<file path="src/rtl/irq_injector_if.sv">
// Interrupt front-end bus: request lines, fetch/decoder handshake and
// the status/acknowledge outputs of the injector.
interface irq_injector_if #(
    parameter int N_IRQ = 8
);
    logic [N_IRQ-1:0] irq;
    logic [N_IRQ-1:0] irq_mask;
    logic             ie;
    logic             fetch_valid;
    logic [15:0]      mem_instruction;
    logic [15:0]      instruction;
    logic             inject;
    logic             rti_done;
    logic [N_IRQ-1:0] irq_ack;
    logic             busy;
    logic             wake;

    // Driving side: interrupt sources, fetch stage, memory and decoder
    modport master (
        output irq, irq_mask, ie, fetch_valid, mem_instruction, rti_done,
        input  instruction, inject, irq_ack, busy, wake
    );

    // Injector side
    modport slave (
        input  irq, irq_mask, ie, fetch_valid, mem_instruction, rti_done,
        output instruction, inject, irq_ack, busy, wake
    );
endinterface

</file>
<file path="src/rtl/irq_injector.sv">
// Interrupt injector: latches rising edges on the request lines, picks the
// lowest-index unmasked pending line and, on the next instruction fetch,
// replaces the memory word with an 'int' instruction carrying the vector.
// Further injection is blocked until the decoder reports rti.
module irq_injector #(
    parameter int         N_IRQ    = 8,
    parameter logic [8:0] VEC_BASE = 9'd16
) (
    input logic           clk,
    input logic           rst_n,
    irq_injector_if.slave bus
);

    localparam int IDX_W = (N_IRQ > 1) ? $clog2(N_IRQ) : 1;

    // Reject line counts and vector bases that would not fit the 9-bit vector
    generate
        if (N_IRQ < 1 || N_IRQ > 16) begin : g_bad_n_irq
            $error("irq_injector: N_IRQ must be in 1..16");
        end
        if (int'(VEC_BASE) + N_IRQ - 1 > 511) begin : g_bad_vec_base
            $error("irq_injector: VEC_BASE + N_IRQ - 1 exceeds 511");
        end
    endgenerate

    typedef enum logic [1:0] {
        IDLE,
        ARMED,
        INSERVICE
    } state_t;

    state_t           state;
    state_t           state_next;
    logic [N_IRQ-1:0] irq_prev;
    logic [N_IRQ-1:0] pending;
    logic [N_IRQ-1:0] edges;
    logic [N_IRQ-1:0] clear_mask;
    logic [N_IRQ-1:0] irq_ack_q;
    logic [8:0]       vec;
    logic [IDX_W-1:0] sel;
    logic [IDX_W-1:0] cand_idx;
    logic             cand_found;
    logic             arm;
    logic             take;
    logic             wake_q;

    assign edges = bus.irq & ~irq_prev;

    // Priority pick: scanning from the top down leaves the lowest unmasked index
    always_comb begin
        cand_found = 1'b0;
        cand_idx   = '0;
        for (int i = N_IRQ - 1; i >= 0; i--) begin
            if (pending[i] && !bus.irq_mask[i]) begin
                cand_found = 1'b1;
                cand_idx   = IDX_W'(i);
            end
        end
    end

    // Next-state logic; a dropped enable in ARMED wins over a coincident fetch
    always_comb begin
        state_next = state;
        arm        = 1'b0;
        take       = 1'b0;
        case (state)
            IDLE: begin
                if (bus.ie && cand_found) begin
                    arm        = 1'b1;
                    state_next = ARMED;
                end
            end
            ARMED: begin
                if (!bus.ie) begin
                    state_next = IDLE;
                end else if (bus.fetch_valid) begin
                    take       = 1'b1;
                    state_next = INSERVICE;
                end
            end
            INSERVICE: begin
                if (bus.rti_done) begin
                    state_next = IDLE;
                end
            end
            default: begin
                state_next = IDLE;
            end
        endcase
    end

    // State register
    always_ff @(posedge clk or negedge rst_n) begin
        if (!rst_n) begin
            state <= IDLE;
        end else begin
            state <= state_next;
        end
    end

    assign clear_mask = take ? (N_IRQ'(1) << sel) : '0;

    // Edge capture, pending bookkeeping (a fresh edge beats the service clear),
    // vector latch on arming, one-cycle acknowledge and registered wake
    always_ff @(posedge clk or negedge rst_n) begin
        if (!rst_n) begin
            irq_prev  <= '0;
            pending   <= '0;
            vec       <= '0;
            sel       <= '0;
            irq_ack_q <= '0;
            wake_q    <= 1'b0;
        end else begin
            irq_prev  <= bus.irq;
            pending   <= (pending & ~clear_mask) | edges;
            irq_ack_q <= clear_mask;
            wake_q    <= |(pending & ~bus.irq_mask);
            if (arm) begin
                vec <= VEC_BASE + {{(9 - IDX_W){1'b0}}, cand_idx};
                sel <= cand_idx;
            end
        end
    end

    assign bus.inject      = take;
    assign bus.instruction = take ? {3'b100, 4'b0000, vec} : bus.mem_instruction;
    assign bus.irq_ack     = irq_ack_q;
    assign bus.busy        = (state == INSERVICE);
    assign bus.wake        = wake_q;

endmodule

</file>
<file path="src/flat_wrapper.sv">
// flat-port wrapper written by rule: the top's interface ports become plain ports
module irq_injector_flat 
#(
    parameter int         N_IRQ    = 8,
    parameter logic [8:0] VEC_BASE = 9'd16
)
  (clk, rst_n, bus_irq, bus_irq_mask, bus_ie, bus_fetch_valid, bus_mem_instruction, bus_rti_done, bus_instruction, bus_inject, bus_irq_ack, bus_busy, bus_wake);
  irq_injector_if #(.N_IRQ(N_IRQ)) bus_i ();
  input logic clk;
  input logic rst_n;
  input wire logic [$bits(bus_i.irq)-1:0] bus_irq;
  input wire logic [$bits(bus_i.irq_mask)-1:0] bus_irq_mask;
  input wire logic [$bits(bus_i.ie)-1:0] bus_ie;
  input wire logic [$bits(bus_i.fetch_valid)-1:0] bus_fetch_valid;
  input wire logic [$bits(bus_i.mem_instruction)-1:0] bus_mem_instruction;
  input wire logic [$bits(bus_i.rti_done)-1:0] bus_rti_done;
  output wire logic [$bits(bus_i.instruction)-1:0] bus_instruction;
  output wire logic [$bits(bus_i.inject)-1:0] bus_inject;
  output wire logic [$bits(bus_i.irq_ack)-1:0] bus_irq_ack;
  output wire logic [$bits(bus_i.busy)-1:0] bus_busy;
  output wire logic [$bits(bus_i.wake)-1:0] bus_wake;
  assign bus_i.irq = bus_irq;
  assign bus_i.irq_mask = bus_irq_mask;
  assign bus_i.ie = bus_ie;
  assign bus_i.fetch_valid = bus_fetch_valid;
  assign bus_i.mem_instruction = bus_mem_instruction;
  assign bus_i.rti_done = bus_rti_done;
  assign bus_instruction = bus_i.instruction;
  assign bus_inject = bus_i.inject;
  assign bus_irq_ack = bus_i.irq_ack;
  assign bus_busy = bus_i.busy;
  assign bus_wake = bus_i.wake;
  irq_injector #(.N_IRQ(N_IRQ), .VEC_BASE(VEC_BASE)) u_core (.clk(clk), .rst_n(rst_n), .bus(bus_i));
endmodule
</file>
<file path="config.mk">
export PLATFORM = sky130hd
export DESIGN_NAME = irq_injector_flat
export DESIGN_NICKNAME = d
export VERILOG_FILES = /design/src/rtl/irq_injector_if.sv /design/src/rtl/irq_injector.sv /design/src/flat_wrapper.sv
export SDC_FILE = /design/constraint.sdc
export NUM_CORES = 1
export LEC_CHECK = 0
export ABC_AREA = 1
export CAP_MARGIN = 20
export CORE_UTILIZATION = 40
export DETAILED_ROUTE_END_ITERATION = 10
export PLACE_DENSITY_LB_ADDON = 0.12
export SYNTH_ARGS = -nofsm -noshare
export SYNTH_HDL_FRONTEND = slang
export SYNTH_SLANG_ARGS = --single-unit
</file>
<file path="constraint.sdc">
create_clock -name clk -period 1.5 [get_ports clk]
set_clock_uncertainty 0.1 [all_clocks]
set_input_delay 0.3 -clock clk [delete_from_list [all_inputs] [get_ports clk]]
set_output_delay 0.3 -clock clk [all_outputs]
set_load 0.03 [all_outputs]
</file>
==> out/metrics.json, run 1 <==
{
  "post_drt_via_cell_ratio": 4.63,
  "ys_types": 18,
  "h-tree-depth": 2,
  "cp_cell_sequence": "clkdlybuf4s50_1 -> inv_1 -> nor2_8 -> buf_6 -> buf_4 -> nor2_1 -> buf_2",
  "max-slew-margin-rel": 0.793,
  "synth_top_family_by_area": "simple AND/OR/NAND/NOR gates",
  "ir_drop_uv": 580,
  "synth-adder-area-share": 0,
  "final.setup.worst_slack_ns": -0.477,
  "detailed_place.area_um2": 2190,
  "clock_path_buffers": 2,
  "violated_checks": "setup timing",
  "postSynthRegisterBits": 31,
  "drt_pre_antenna_iters": 4,
  "static_leak_nw": 1.26,
  "drt-total-wl_um": 4010,
  "synthXorXnorAreaFrac": 0,
  "remaining_drc_errors": 0,
  "place_hpwl_um": 2780,
  "first_pass_grt_wire_length_um": 5930,
  "synth_top_cell_area_share": 0.571,
  "layout.cells.most_common": "sky130_fd_sc_hd__clkdlybuf4s50_1",
  "final_net_count": 289,
  "crit_required_ns": 1.10,
  "worstRegToRegCells": 8,
  "max_slew.worst_pin.slew_ns": 0.311,
  "final_period_minus_worst_setup_slack_ns": 1.98,
  "tritoncts.num_buffers": 5,
  "route.antenna.remaining_nets": 0,
  "globalRouteOverflowTotal": 0,
  "syn_avg_cell_area_um2": 8.60,
  "place_ws_ns": -0.711,
  "wl_per_cell_um": 13.5,
  "global_route.usage.total": 0.235,
  "routed-via-count": 1376,
  "rows": 20,
  "first_global_vias": 1356,
  "clkLatencyLatePin_ns": 0.33,
  "timing.hold.worst.class": "in -> async",
  "finalSetupViolCount": 18,
  "synthCells": 158,
  "die_area_um2": 3630,
  "tritoncts_clock_tree": "built",
  "floorplan.initialDensity": 0.434,
  "finalHoldViolations": 0,
  "fin_util": 0.772,
  "postSynthNetCount": 195,
  "detailedRoute.firstIterationViolations": 43,
  "run_status": "complete, but fails checks",
  "cts.sinks": 31,
  "most-common-layout-cells": "sky130_fd_sc_hd__clkdlybuf4s50_1 (35), sky130_fd_sc_hd__inv_1 (34), sky130_fd_sc_hd__nand2_1 (31), sky130_fd_sc_hd__dfrtp_1 (31), sky130_fd_sc_hd__buf_4 (24)",
  "synth_compound_gate_area_share": 0.105,
  "clk_pin_slew_ns": 0.09,
  "drv_slew": 0,
  "synth_seq_area_share": 0.571,
  "core_outline_area_um2": 3130,
  "muxShareOfSynthArea": 0,
  "worst-endpoint-arrival_ns": 1.58,
  "insertedDiodeCount": 0,
  "grt_start_max_net_pins": 32,
  "rsz_0062_raised_after_global_routing": "yes",
  "fin_area_um2": 2410,
  "max_freq_mhz": 506,
  "timing.final.crit_share": 1.32,
  "io_buffer_count": 63,
  "synth_top_cells_by_area": "sky130_fd_sc_hd__dfrtp_1 (57%), sky130_fd_sc_hd__inv_1 (9.7%), sky130_fd_sc_hd__nand2_1 (9.4%)",
  "critical_path.startpoint_type": "input port",
  "die_h_um": 60.3,
  "post_route_cells_drive_above_1_share": 0.300,
  "place.gp.congestion": 0.778,
  "flow.area_growth_from_synthesis_pct": 77.6,
  "end_kind": "primary output",
  "max-cap-violations": 0,
  "synth_top_cell_by_area": "sky130_fd_sc_hd__dfrtp_1",
  "die_width_um": 60.3,
  "cts.root.buffer_cell": "sky130_fd_sc_hd__clkbuf_4",
  "max_stage_delay_ns": 0.43,
  "critical_path_peak_fanout": 5,
  "cp_slowest_cell": "sky130_fd_sc_hd__clkdlybuf4s50_1",
  "pwr_density_cell_nw_per_um2": 892,
  "netlist_area_um2": 1360,
  "worst-setup-path-type": "in -> out",
  "number_of_antenna_violations_at_the_first_check_in_global_routing": 0,
  "ys_warn_count": 0,
  "io-pin-count": 64,
  "synthSimpleGateAreaFrac": 0.219
}
[metrics by stage]
| step | total power [mW] | TNS, ns | std cells | hold WS [ns] |
|---|---|---|---|---|
| after floorplan | 1.23 | -0.891 | 158 | -0.0956 |
| after global placement | 1.51 | -16.37 | 281 | 0.295 |
| after detailed placement | 1.54 | -18.03 | 281 | 0.300 |
| after CTS | 2.12 | -6.17 | 294 | 0.227 |
| after global routing | 2.26 | -7.70 | 297 | 0.228 |
| final | 2.15 | -6.71 | 297 | 0.224 |
[cells in the mapped netlist, drive strengths merged]
master / count
or2: 1
nand3: 2
o21ai: 21
o31ai: 1
inv: 36
nand2: 36
nor2: 26
buf: 1
dfrtp: 31
a21oi: 1
o21bai: 1
o22ai: 1
[repair_timing]
item | in CTS | in global routing
hold buffers | 0 | 0
cloned | 1 | 0
endpoints found under the hold margin | 0 | 0
endpoints found under the setup margin | 34 | 29
resized for setup | 93 | 28
pin swaps | 3 | 2
setup buffers | 5 | 3
[layout make-up]
class,count,area [um2]
sequential,31,776
timing repair buffer,88,836
tap,44,55.1
clock buffer,8,68.8
multi-input combinational,90,536
inverter,36,143
fill,223,714
[worst max-delay path: cells and delay by family]
family / cells / cell delay (ns)
buffers and inverters: 5 / 1.06
AND/OR/NAND/NOR: 2 / 0.20
[per-layer routing]
layer,vias up,track usage,share of wire
met2,56,0.430,0.54
met4,0,0.0997,0.020
met3,11,0.0779,0.087
met5,-,0,0
li1,665,-,-
met1,644,0.239,0.35
[flip-flops by register name (all words and copies together) (netlist names)]
name and cells:
u_core.sel 2, u_core.pending 8, u_core.state 2, u_core.bus.irq_ack 8
u_core.irq_prev 8, u_core.bus.wake 1, u_core.vec 2
[worst paths after layout]
path / from / endpoint / slack, ns
max in group asynchronous: rst_n / u_core.pending[5]$_DFF_PN0_ / 0.91
max: bus_fetch_valid / bus_instruction[12] / -0.48
min: rst_n / u_core.irq_prev[3]$_DFF_PN0_ / 0.22
min in group clk: u_core.irq_prev[2]$_DFF_PN0_ / u_core.pending[2]$_DFF_PN0_ / 0.31
max reg2reg: u_core.state[1]$_DFFE_PN0P_ / u_core.pending[1]$_DFF_PN0_ / 0.01
min reg2reg: u_core.irq_prev[2]$_DFF_PN0_ / u_core.pending[2]$_DFF_PN0_ / 0.31
[logic make-up (layout without fill, tap and decap cells)]
kind of cell,after synthesis,in the layout
simple gates,65,65
buf+inv,37,132
flops,31,31
compound gates,25,25
[where the power goes]
| part | internal [mW] | switching [mW] |
|---|---|---|
| Clock | 0.276 | 0.272 |
| Sequential | 0.889 | 0.0415 |
| Combinational | 0.299 | 0.375 |
Note: power is estimated with default switching activity, not from simulation.
==> run 2: changes to the inputs <==
--- a/config.mk
+++ b/config.mk
@@ -10,6 +10,7 @@
 export CORE_UTILIZATION = 40
 export DETAILED_ROUTE_END_ITERATION = 10
 export PLACE_DENSITY_LB_ADDON = 0.12
+export SLEW_MARGIN = 0
 export SYNTH_ARGS = -nofsm -noshare
 export SYNTH_HDL_FRONTEND = slang
 export SYNTH_SLANG_ARGS = --single-unit
==> results of run 2 <==
Final layout, timing and power as in run 1 (identical DEF).
